[config.mk]
export PLATFORM = sky130hd
export DESIGN_NAME = pulse_meter
export DESIGN_NICKNAME = d
export VERILOG_FILES = /design/src/rtl/pulse_meter_pkg.sv /design/src/rtl/pulse_meter_sat_inc.sv /design/src/rtl/pulse_meter.sv
export SDC_FILE = /design/constraint.sdc
export NUM_CORES = 1
export LEC_CHECK = 0
export BUFFER_PORTS_ARGS = -buffer_cell sky130_fd_sc_hd__buf_2
export CAP_MARGIN = 0
export CORE_UTILIZATION = 50
export CTS_CLUSTER_SIZE = 10
export DETAILED_ROUTE_END_ITERATION = 10
export MAX_ROUTING_LAYER = met4
export PLACE_DENSITY = 0.76
export SLEW_MARGIN = 20
export SYNTH_ARGS = -nofsm -noshare
export SYNTH_HDL_FRONTEND = slang
export SYNTH_SLANG_ARGS = --single-unit
[constraint.sdc]
create_clock -name clock -period 1.82 [get_ports clock]
set_input_delay 0.091 -clock clock [delete_from_list [all_inputs] [get_ports clock]]
set_output_delay 0.091 -clock clock [all_outputs]
set_load 0.01 [all_outputs]
[src/rtl/pulse_meter_pkg.sv]
// Shared definitions for the pulse_meter block.
// Contents: default count width, saturation constant, controller state encoding.
package pulse_meter_pkg;

    localparam int unsigned W_DEF       = 8;
    localparam int unsigned STAR_W      = 3;
    localparam logic [W_DEF-1:0] SAT_MAX_DEF = {W_DEF{1'b1}};

    typedef enum logic [STAR_W-1:0] {
        S_WAIT_LOW = 3'd0,
        S_IDLE     = 3'd1,
        S_COUNT    = 3'd2,
        S_WAIT_RFD = 3'd3,
        S_OFFER    = 3'd4,
        S_RELEASE  = 3'd5
    } star_t;

endpackage

[src/rtl/pulse_meter_sat_inc.sv]
// Combinational W-bit saturating incrementer.
// Ports: cnt (current value), cnt_inc (cnt+1, or cnt when cnt is all ones).
module pulse_meter_sat_inc #(
    parameter int unsigned W = 8
) (
    input  logic [W-1:0] cnt,
    output logic [W-1:0] cnt_inc
);

    assign cnt_inc = (&cnt) ? cnt : cnt + W'(1);

endmodule

[src/rtl/pulse_meter.sv]
// pulse_meter: measures the length of an upstream pulse in clock cycles and
// offers the result to a consumer over an rfd/dav handshake (producer side).
// Ports:
//   clock   - system clock, posedge
//   reset_  - asynchronous active-low reset
//   pulse   - input pulse, high = counting
//   rfd     - consumer ready-for-data
//   dav     - data available (registered)
//   z       - measured length, stable while dav=1 (registered)
//   overrun - sticky lost-pulse / saturation flag
// Build option: define PULSE_METER_OVERRUN_EN to implement overrun; otherwise
// it is tied to 0.
module pulse_meter
    import pulse_meter_pkg::*;
#(
    parameter int unsigned W = W_DEF
) (
    input  logic         clock,
    input  logic         reset_,
    input  logic         pulse,
    input  logic         rfd,
    output logic         dav,
    output logic [W-1:0] z,
    output logic         overrun
);

    localparam logic [W-1:0] CNT_MAX = {W{1'b1}};

    star_t        star;
    star_t        star_nxt;
    logic [W-1:0] count;
    logic [W-1:0] count_inc;

    // b-signals: controller -> datapath
    logic b_load1;
    logic b_clear;
    logic b_inc;
    logic b_cap_z;
    logic b_set_dav;
    logic b_clr_dav;

    // c-signals: datapath -> controller
    logic c_max;

    assign c_max = (count == CNT_MAX);

    // ---------------- p_controllo ----------------

    // State register
    always_ff @(posedge clock or negedge reset_) begin
        if (!reset_) begin
            star <= S_WAIT_LOW;
        end else begin
            star <= star_nxt;
        end
    end

    // Next state and b-signal decode
    always_comb begin
        star_nxt  = star;
        b_load1   = 1'b0;
        b_clear   = 1'b0;
        b_inc     = 1'b0;
        b_cap_z   = 1'b0;
        b_set_dav = 1'b0;
        b_clr_dav = 1'b0;
        unique case (star)
            S_WAIT_LOW: begin
                if (!pulse) star_nxt = S_IDLE;
            end
            S_IDLE: begin
                if (pulse) begin
                    b_load1  = 1'b1;
                    star_nxt = S_COUNT;
                end else begin
                    b_clear  = 1'b1;
                end
            end
            S_COUNT: begin
                if (pulse) begin
                    // holding at max keeps the saturated value
                    b_inc = !c_max;
                end else begin
                    b_cap_z  = 1'b1;
                    star_nxt = S_WAIT_RFD;
                end
            end
            S_WAIT_RFD: begin
                if (rfd) begin
                    b_set_dav = 1'b1;
                    star_nxt  = S_OFFER;
                end
            end
            S_OFFER: begin
                if (!rfd) begin
                    b_clr_dav = 1'b1;
                    star_nxt  = S_RELEASE;
                end
            end
            S_RELEASE: begin
                if (rfd) star_nxt = S_WAIT_LOW;
            end
            default: star_nxt = S_WAIT_LOW;
        endcase
    end

    // ---------------- p_operativa ----------------

    pulse_meter_sat_inc #(
        .W (W)
    ) u_sat_inc (
        .cnt     (count),
        .cnt_inc (count_inc)
    );

    // Count, result and handshake registers
    always_ff @(posedge clock or negedge reset_) begin
        if (!reset_) begin
            count <= '0;
            z     <= '0;
            dav   <= 1'b0;
        end else begin
            if (b_load1) begin
                count <= W'(1);
            end else if (b_clear) begin
                count <= '0;
            end else if (b_inc) begin
                count <= count_inc;
            end
            if (b_cap_z)   z   <= count;
            if (b_set_dav) dav <= 1'b1;
            if (b_clr_dav) dav <= 1'b0;
        end
    end

`ifdef PULSE_METER_OVERRUN_EN
    logic ov_set;

    // Pulse seen while not able to measure, or a pulse longer than the counter
    assign ov_set = (pulse && (star == S_WAIT_RFD || star == S_OFFER ||
                               star == S_RELEASE  || star == S_WAIT_LOW)) ||
                    (star == S_COUNT && pulse && c_max);

    // Sticky overrun flag
    always_ff @(posedge clock or negedge reset_) begin
        if (!reset_) begin
            overrun <= 1'b0;
        end else if (ov_set) begin
            overrun <= 1'b1;
        end
    end
`else
    assign overrun = 1'b0;
`endif

endmodule

* Yosys cells after proc, flatten, opt, wreduce, memory -nomap -nowiden
Cells that the tools add are included.
** Storage, ports and cells
- Bits in latches :: 0
- Memories kept :: 0
- ROM bits :: 0
- Output and inout port bits :: 10
- RAM bits :: 0
- Word-level logic and storage cells :: 49
- Register bits :: 20
** Cells by class
- Div/mod/pow operators :: 0
- Mux-type cells :: 24
- Bitwise operators :: 0
- Multiply operators :: 0
- Shifts and indexed selects :: 0
- Order comparisons :: 0
- Equality and inequality tests :: 13
- $add $sub $neg :: 1
- Reductions and logical operators :: 7
** Operators by type and width (count)
- $mux 8 :: 4
- $mux 3 :: 6
- $pmux 3 s6 :: 1
- $mux 1 :: 13
- $ne 2x2->1 const B :: 6
- $add 8x1->8 const B :: 1
- $eq 8x8->1 const B :: 1
- $reduce_and 8->1 :: 1
- $eq 3x2->1 const B :: 2
- $eq 3x3->1 const B :: 2
- $reduce_and 6->1 :: 1
- $eq 3x1->1 const B :: 1
- $logic_not 3->1 :: 1
- $ne 3x3->1 const B :: 1
- $reduce_bool 3->1 :: 1
- $reduce_and 2->1 :: 1
- $reduce_bool 2->1 :: 1
- $logic_not 1->1 :: 1

* Logic depth before layout (Yosys ltp)
Gate-level depths: netlist of run 1.
- Word-level depth :: 7
- Mapped depth :: 5
- Mapped depth without buffers :: 5

* Cells and area by module
Synthesis of run 1 repeated with hierarchy kept, for this count alone.
** Second synthesis, totals
- Cells, all modules :: 109
- Area total of the unflattened synthesis :: 1142.3 µm²
** By module, submodules not included
- pulse_meter :: cells each 80, times used 1, area an instance 943.4 µm²
- pulse_meter_sat_inc :: cells each 29, times used 1, area an instance 198.9 µm²

* Worst setup path before layout of run 1
OpenSTA, ideal clock, no wires.
- Path type :: register to register
- Start :: reg star[2]
- End :: reg z[0]
- Buffers on the path :: 1
- Stages on the path, launching flop included :: 4
- Slack :: 373 ps
- Data arrival time :: 1322 ps
- Data required time :: 1695 ps
- Setup time :: 125 ps
- Cell sequence :: dfrtp_1 -> buf_6 -> nor4b_4 -> mux2_2
** Between the ends
- Cells in the longest elaborated chain, start to end :: 2
** Ends and longest elaborated chain
- start, declared :: line pulse_meter.sv:29 : star_t star;
- start signal, assigned :: line pulse_meter.sv:54 : star <= star_nxt;
- $eq 3x2->1 :: line pulse_meter.sv:67 : unique case (star)
- $mux 1 :: line pulse_meter.sv:67
- end signal, assigned :: line pulse_meter.sv:130 : if (b_cap_z) z <= count;
- end, declared :: line pulse_meter.sv:23 : output logic [W-1:0] z,
No other way between the ends.
A chain may end at the register's enable or synchronous reset.

* Worst setup path in the final report of run 1
- Start :: reg count[0]
- End :: reg count[5]
** Between the ends
- Cells in the longest elaborated chain, start to end :: 6
- Elaborated cells on any way between the ends :: 13
** Ends and longest elaborated chain
- start, declared :: line pulse_meter.sv:31 : logic [W-1:0] count;
- start signal, assigned :: line pulse_meter.sv:128 : count <= count_inc;
- parallel branches: the longest is 6 deep, another holds $add 8x1->8
Several ways; the timed one is not identified. The select of a mux whose other input is x is not followed.

==> flow_metrics.py, run 1 <==
metrics = {
    "run": {
        "cap_viol_max_count": 0,
    },
    "placement": {
        "place_ws_ns": 0.284,
        "placed_area_sq_um": 1050,
        "place_hpwl_um": 1210,
        "placed_cells": 121,
        "portBuffers": 12,
        "finalWeightedCongestion": 0.831,
    },
    "route": {
        "wl_met1_um": 883,
        "post_drt_wl_per_cell_um": 13.7,
        "ant_nets": 0,
        "dr_wl_met3_um": 44,
        "vias": 692,
        "drc_errors": 0,
        "top_layer_used": "met4",
        "vias_per_cell": 5.49,
        "dr.pass1.iters": 4,
        "drtIter0Drc": 10,
        "wl_um": 1730,
        "wl_met2_um": 787,
    },
    "clock_tree": {
        "cts_setup_buffers": 0,
        "h-tree-depth": 1,
        "clock_latency_ns": 0.28,
        "cts_tree": "built",
        "numCtsBuffers": 3,
        "root_buffer": "clkbuf_4",
        "cts_sinks": 20,
        "cts_resized": 0,
        "cts_max_path_buffers": 2,
        "cts.reportedPaths.clkPinSlew_ns": 0.11,
        "cts_hold_buffers": 1,
    },
    "logic_synthesis": {
        "synth_top_family_by_area": "simple AND/OR/NAND/NOR gates",
        "yosys_most_used_dff": "dfrtp_1",
        "synth_edf_count": 0,
        "synth_fa_ha_area_frac": 0.0126,
        "synth_fp_nets": 92,
        "synthCells": 87,
        "ys_ff_latch": 20,
        "ys_async_sr_fraction": 1.00,
        "ys_seq_area_frac": 0.506,
        "synth.area.mux_share": 0.133,
        "synth-xor-area-share": 0.00885,
        "synth_area_leaders": "dfrtp_1 51%, mux2_2 10%, mux2i_1 3.0%",
        "syn-cell-area_sq_um": 990,
        "synth-compound-area-share": 0.0999,
        "yosys.area_share.simple": 0.197,
        "synth_largest_area_cell": "dfrtp_1",
        "synth.avg_cell_area_sq_um": 11.4,
        "yosysWarnings": 0,
        "ys_types": 33,
        "yosysTopAreaCellShare": 0.506,
    },
    "sta": {
        "fin_tns_setup_ns": 0,
        "finalHoldViolations": 0,
        "setup_violations": 0,
        "max_freq_mhz": 637,
        "drv_slew": 0,
        "relSlewSlack": 0.648,
        "finalClockSkew_ns": 0.00231,
        "hold_ws_ns": 0.0966,
        "worst_pin_slew_ns": 0.526,
        "period_minus_slack_ns": 1.57,
        "setup_slack_ns": 0.249,
        "fin_crit_sh": 0.863,
        "rsz0062_at_grt": "no",
    },
    "floorplan": {
        "initial_utilization": 0.555,
        "row_count": 15,
        "die_area_sq_um": 2160,
        "die_w_um": 46.5,
        "die_h_um": 46.5,
        "io_pins": 14,
        "coreArea_sq_um": 1780,
    },
    "critical_path": {
        "cp-start-kind": "flip-flop",
        "crit_type": "flip-flop to flip-flop",
        "cp-end-kind": "flip-flop",
        "crit_required_ns": 2.04,
        "cp_max_fo": 5,
        "crit_arrival_ns": 1.79,
    },
    "finish": {
        "mostFrequentLayoutCells": "20 x dfrtp_1, 12 x buf_2, 9 x mux2_2",
        "design_area_sq_um": 1100,
        "diodes": 0,
        "syn_to_final_growth_pct": 11.1,
        "layout-drive-gt1-share": 0.297,
        "layout_commonest_cell": "dfrtp_1",
        "fin_nets": 107,
        "layoutNonFillerInstCount": 126,
    },
    "min_path": {
        "hold_class": "input pin to flip-flop",
    },
    "global_routing": {
        "antenna_found_initial": 0,
        "grt_pass1_wl_um": 2720,
        "grt_pass1_vias": 621,
        "grt-ovfl-total": 0,
        "grt_start_max_net_pins": 21,
        "grt_usage": 0.184,
    },
    "pwr": {
        "worst_ir_drop_vdd_mv": 0.733,
        "p_leak_nw": 0.490,
        "powerDensity_nw_per_um2": 1130,
    },
    "outcome": {
        "outcome": "finished, final reports clean",
    },
}
==> registers in the layout (all words and copies together), names as in the netlist <==
register,count
dav,1
count,8
star,3
z,8
==> synth_stat cells, types with 2 or more instances <==
cell,number
nand2_1,8
a21oi_1,3
nor3_1,3
nand4_1,2
a211oi_1,2
buf_6,2
mux2_2,9
nor2_1,5
mux2i_1,3
o21ai_0,3
nand3b_1,2
dfrtp_1,20
nand3_1,5
==> where the power goes <==
part           switching, mW  internal, mW
Sequential             0.141         0.520
Combinational          0.162         0.176
Clock                  0.126         0.122
==> cells by family after synthesis <==
group | Yosys count
xor gates and xnor gates | 1
AOI/OAI and AO/OA | 15
DFF | 20
and+or+nand+nor | 32
adders and majority gates | 1
other | 1
muxes | 12
buffers and inverters | 5
==> routing by layer <==
layer,vias up,GRT usage
li1,345,-
met1,336,0.260
met2,9,0.264
met3,2,0.0353
met4,0,0.0529
met5,-,-
==> path summary, 6_finish.rpt <==
path,from,to,slack (ns),cells after the start
min in group asynchronous,reset_,dav,0.27,2
worst min register to register,z[2],z[2],0.51,1
worst min-delay path,rfd,dav,0.1,3
worst max-delay path,count[0],count[5],0.25,5
worst max register to register,count[0],count[5],0.25,5
max in group asynchronous,reset_,z[5],1.24,2
==> critical path, stage by stage (launching register included) <==
cell and delay (ns):
dfrtp_1 0.44, ha_1 0.22, nand3_1 0.18, or2_2 0.37
nand3_1 0.10, mux2i_1 0.18
==> layout make-up <==
cell class                      instances  area, sq um
Tap cell                               25         31.3
Fill cell                             150          683
Multi-Input combinational cell         62          450
Inverter                                1         3.75
Timing Repair Buffer                   14         77.6
Sequential cell                        20          500
Clock buffer                            4         36.3
==> metrics by stage <==
step            util  power (mW)
3_5_place_dp   0.591        1.00
4_1_cts        0.617        1.25
3_3_place_gp   0.591       0.984
6_report       0.617        1.25
5_1_grt        0.617        1.33
2_1_floorplan      -       0.948
No activity file was read; power rests on OpenSTA's default activity.
==> run 2, diff against run 1 <==
==> constraint.sdc (replaced) <==
create_clock -name clock -period 1.82 [get_ports clock]
set_input_delay 0.364 -clock clock [delete_from_list [all_inputs] [get_ports clock]]
set_output_delay 0.364 -clock clock [all_outputs]
set_load 0.01 [all_outputs]
==> flow_metrics.py, run 2 (synthesis results as in run 1) <==
metrics = {
    "global_routing": {
        "antenna_found_initial": 0,
        "grt-ovfl-total": 0,
        "grt_usage": 0.184,
        "grt_start_max_net_pins": 21,
        "grt_pass1_vias": 621,
        "grt_pass1_wl_um": 2720,
    },
    "critical_path": {
        "worstRegToRegCells": 5,
        "crit_required_ns": 2.04,
        "crit_chain": "ha_1 -> nand3_1 -> or2_2 -> nand3_1 -> mux2i_1",
        "crit_arrival_ns": 1.79,
        "cp_max_fo": 5,
        "critPathSlowestCell": "dfrtp_1",
        "cp-start-kind": "flip-flop",
        "r2r_slack_ns": 0.25,
        "cp-end-kind": "flip-flop",
        "crit_type": "flip-flop to flip-flop",
        "cp_common_cell": "nand3_1",
        "cpPeakStageDelay_ns": 0.44,
    },
    "sta": {
        "worst_pin_slew_ns": 0.526,
        "fin_tns_setup_ns": 0,
        "rsz0062_at_grt": "no",
        "max_freq_mhz": 637,
        "period_minus_slack_ns": 1.57,
        "finalHoldViolations": 0,
        "finalClockSkew_ns": 0.00230,
        "fin_crit_sh": 0.863,
        "relSlewSlack": 0.648,
        "drv_slew": 0,
        "setup_violations": 0,
    },
    "pwr": {
        "p_leak_nw": 0.486,
        "powerDensity_nw_per_um2": 1140,
        "worst_ir_drop_vdd_mv": 0.731,
    },
    "floorplan": {
        "io_pins": 14,
        "die_h_um": 46.5,
        "row_count": 15,
        "coreArea_sq_um": 1780,
        "die_w_um": 46.5,
        "die_area_sq_um": 2160,
        "initial_utilization": 0.555,
    },
    "run": {
        "cap_viol_max_count": 0,
    },
    "finish": {
        "layout-drive-gt1-share": 0.300,
        "reg_top3": "count (8), z (8), star (3)",
        "fin_nets": 106,
        "layout_commonest_cell": "dfrtp_1",
        "mostFrequentLayoutCells": "20 x dfrtp_1, 12 x buf_2, 9 x mux2_2",
        "syn_to_final_growth_pct": 10.1,
        "fillers": 151,
        "design_area_sq_um": 1090,
        "diodes": 0,
    },
    "clock_tree": {
        "cts_resized": 0,
        "root_buffer": "clkbuf_4",
        "cts.reportedPaths.clkPinSlew_ns": 0.11,
        "cts_sinks": 20,
        "h-tree-depth": 1,
        "cts_setup_buffers": 0,
        "cts_max_path_buffers": 2,
        "cts_hold_buffers": 0,
        "cts_tree": "built",
        "clock_latency_ns": 0.28,
        "numCtsBuffers": 3,
    },
    "route": {
        "ant_nets": 0,
        "vias": 690,
        "post_drt_wl_per_cell_um": 13.7,
        "wl_um": 1720,
        "drtIter0Drc": 10,
        "drc_errors": 0,
        "dr.pass1.iters": 4,
        "vias_per_cell": 5.52,
    },
    "placement": {
        "placed_area_sq_um": 1050,
        "finalWeightedCongestion": 0.831,
        "place_hpwl_um": 1210,
        "portBuffers": 12,
    },
    "min_path": {
        "hold_class": "input pin to asynchronous set/reset pin",
    },
    "outcome": {
        "outcome": "finished, final reports clean",
    },
}
## run 2: cell count changes in the layout (fill, tap and decap cells not counted)
cell	previous run	this run
dlygate4sd3_1	1	0
## run 2: critical path, delay by kind of cell, from the launching register on
kind,cells,cell delay [ns]
DFF,1,0.44
adders and majority gates,1,0.22
and+or+nand+nor,3,0.65
muxes,1,0.18
## run 2: final cells by class
type / count / area, sq um / area share
Inverter: 1 / 3.75 / 0.00344
Clock buffer: 4 / 36.3 / 0.0333
Sequential cell: 20 / 500 / 0.459
Tap cell: 25 / 31.3 / 0.0287
Multi-Input combinational cell: 62 / 450 / 0.413
Timing Repair Buffer: 13 / 67.6 / 0.0620
## run 2: metrics by stage
step | hold slack, ns | utilization | power (mW) | worst slack [ns] | instances
3_3_place_gp | 0.330 | 0.591 | 0.984 | 0.364 | 121
2_1_floorplan | 0.0684 | - | 0.948 | 0.373 | 87
6_report | 0.000520 | 0.611 | 1.24 | 0.249 | 125
3_5_place_dp | 0.330 | 0.591 | 1.00 | 0.284 | 121
4_1_cts | 0.00691 | 0.611 | 1.25 | 0.251 | 125
5_1_grt | 0.0145 | 0.611 | 1.33 | 0.171 | 125
## run 2: layer usage
metal,up-vias,global-route usage,routed length [um]
met1,336,0.260,870
met5,-,-,0
met2,9,0.264,783
met3,2,0.0353,48
li1,343,-,-
met4,0,0.0529,15
## run 2: report_power, final
part	total [mW]	switching [mW]	internal [mW]
Clock	0.248	0.126	0.122
Sequential	0.660	0.141	0.520
Combinational	0.336	0.161	0.175
Total	1.24	0.428	0.816
## run 2: worst paths after layout
| path | from | end |
|---|---|---|
| max in group asynchronous | reset_ | z[5] |
| worst max register to register | count[0] | count[5] |
| worst max-delay path | count[0] | count[5] |
| worst min register to register | z[2] | z[2] |
| worst min-delay path | reset_ | dav |
| min in group clock | rfd | dav |
==> run 3, diff against run 2 <==
--- a/config.mk
+++ b/config.mk
@@ -11,8 +11,9 @@
 export CTS_CLUSTER_SIZE = 10
 export DETAILED_ROUTE_END_ITERATION = 10
 export MAX_ROUTING_LAYER = met4
-export PLACE_DENSITY = 0.76
+export PLACE_DENSITY = 0.75
 export SLEW_MARGIN = 20
 export SYNTH_ARGS = -nofsm -noshare
 export SYNTH_HDL_FRONTEND = slang
+export SYNTH_HIERARCHICAL = 1
 export SYNTH_SLANG_ARGS = --single-unit
==> flow_metrics.py, run 3 <==
metrics = {
    "outcome": {
        "outcome": "finished, final reports clean",
    },
    "min_path": {
        "hold_class": "input pin to flip-flop",
    },
    "placement": {
        "place_hpwl_um": 1440,
        "placed_area_sq_um": 1190,
        "finalWeightedCongestion": 0.839,
        "place_ws_ns": 0.258,
        "portBuffers": 12,
    },
    "pwr": {
        "power.share.clock": 0.251,
        "switching_share": 0.319,
        "combinationalPowerShare": 0.306,
        "p_total_mw": 1.42,
        "worst_ir_drop_vdd_mv": 0.523,
        "p_int_uw": 970,
        "seq_power_share": 0.443,
        "powerDensity_nw_per_um2": 1140,
        "p_switching_uw": 454,
        "p_leak_nw": 0.626,
    },
    "sta": {
        "fin_crit_sh": 0.875,
        "max_freq_mhz": 628,
        "drv_slew": 0,
        "period_minus_slack_ns": 1.59,
        "setup_violations": 0,
        "fin_tns_setup_ns": 0,
        "finalHoldViolations": 0,
        "setup_slack_ns": 0.228,
        "rsz0062_at_grt": "no",
        "finalClockSkew_ns": 0.00655,
    },
    "critical_path": {
        "r2r_slack_ns": 0.23,
        "cp-end-kind": "flip-flop",
        "crit_type": "flip-flop to flip-flop",
        "crit_arrival_ns": 1.78,
        "cp-start-kind": "flip-flop",
        "cp_max_fo": 11,
        "crit_required_ns": 2.01,
    },
    "finish": {
        "post-route-util": 0.606,
        "diodes": 0,
        "mostFrequentLayoutCells": "20 x dfrtp_1, 12 x buf_2, 11 x nand2_1",
        "layout-drive-gt1-share": 0.273,
        "fin_nets": 127,
        "fillers": 176,
        "layout_commonest_cell": "dfrtp_1",
        "syn_to_final_growth_pct": 9.42,
        "reg_top3": "count (8), z (8), star (3)",
        "design_area_sq_um": 1250,
    },
    "logic_synthesis": {
        "ys_async_sr_fraction": 1.00,
        "synthCells": 109,
        "synth_area_leaders": "dfrtp_1 44%, mux2_2 7.9%, mux2i_1 7.0%",
        "ys_types": 36,
        "yosys_most_used_dff": "dfrtp_1",
        "yosysWarnings": 6,
        "yosysMostFrequentCell": "dfrtp_1",
        "synth_edf_count": 0,
        "syn-cell-area_sq_um": 1140,
        "ys_top_cells_by_count": "20 x dfrtp_1, 11 x nand2_1, 8 x mux2_2, 8 x mux2i_1, 7 x inv_1",
        "synth.avg_cell_area_sq_um": 10.5,
        "synth_fp_nets": 114,
        "yosysTopAreaCellShare": 0.438,
        "synth_largest_area_cell": "dfrtp_1",
        "ys_ff_latch": 20,
        "ys_seq_area_frac": 0.438,
    },
    "clock_tree": {
        "numCtsBuffers": 3,
        "cts.reportedPaths.clkPinSlew_ns": 0.12,
        "cts_resized": 0,
        "cts_tree": "built",
        "cts_hold_buffers": 1,
        "root_buffer": "clkbuf_4",
        "cts_sinks": 20,
        "clock_latency_ns": 0.30,
        "cts_max_path_buffers": 2,
        "h-tree-depth": 1,
        "cts_setup_buffers": 0,
    },
    "route": {
        "post_drt_wl_per_cell_um": 13.4,
        "dr.pass1.iters": 4,
        "ant_nets": 0,
        "drc_errors": 0,
        "vias": 829,
        "drtIter0Drc": 18,
        "vias_per_cell": 5.60,
        "wl_um": 1990,
    },
    "floorplan": {
        "coreArea_sq_um": 2060,
        "die_area_sq_um": 2480,
        "io_pins": 14,
        "initial_utilization": 0.554,
        "row_count": 16,
        "die_w_um": 49.8,
        "die_h_um": 49.8,
    },
    "global_routing": {
        "grt_pass1_wl_um": 3620,
        "grt_usage": 0.196,
        "grt_pass1_vias": 800,
        "grt-ovfl-total": 0,
        "antenna_found_initial": 0,
        "grt_start_max_net_pins": 21,
    },
    "run": {
        "cap_viol_max_count": 0,
    },
}
[run 3: power groups by stage]
| stage | clock network (mW) | registers (mW) | logic, mW |
|---|---|---|---|
| floorplan | 0 | 0.594 | 0.447 |
| global placement | 0 | 0.632 | 0.424 |
| detailed placement | 0 | 0.640 | 0.437 |
| CTS | 0.366 | 0.631 | 0.442 |
| global route | 0.393 | 0.653 | 0.490 |
| finish | 0.357 | 0.631 | 0.435 |
[run 3: per-layer routing]
metal | up-vias | GRT usage | share of wire
met5 | - | - | 0
met4 | 0 | 0.0810 | 0.0070
met3 | 2 | 0.0216 | 0.019
met2 | 12 | 0.302 | 0.49
met1 | 405 | 0.261 | 0.49
li1 | 410 | - | -
[run 3: worst max-delay path, stage by stage (launching register included)]
cell and delay, ns:
dfrtp_1 0.51, nor3b_2 0.26, and2b_1 0.34, mux2_2 0.38
[run 3: cell type report]
type,count,area [sq um],area share
multi-input combinational,75,552,0.441
sequential,20,500,0.400
clock inverter,1,30.0,0.0240
timing repair buffer,15,85.1,0.0681
inverter,7,26.3,0.0210
tap,27,33.8,0.0270
clock buffer,3,22.5,0.0180
[run 3: kinds of logic after synthesis]
| family | synth area share |
|---|---|
| AO/OA/AOI/OAI | 0.115 |
| XOR/XNOR | 0.00767 |
| adder cells (fa/ha/maj) | 0.0110 |
| buffers and inverters | 0.0789 |
| flip-flops | 0.438 |
| multiplexers | 0.162 |
| other | 0.00328 |
| AND/OR/NAND/NOR | 0.184 |
[run 3: final timing paths]
path / start / to / cells past startpoint
min: rfd / dav / 3
min in group asynchronous: reset_ / z[5] / 2
max in group asynchronous: reset_ / z[7] / 2
max reg2reg: star[1] / z[4] / 3
min reg2reg: z[7] / z[7] / 1
max: star[1] / z[4] / 3
[run 3: per-stage QoR]
step	hold WS, ns	cells
global route	0.365	148
CTS	0.353	148
finish	0.353	148
global placement	0.330	143
floorplan	0.0684	109
detailed placement	0.335	143
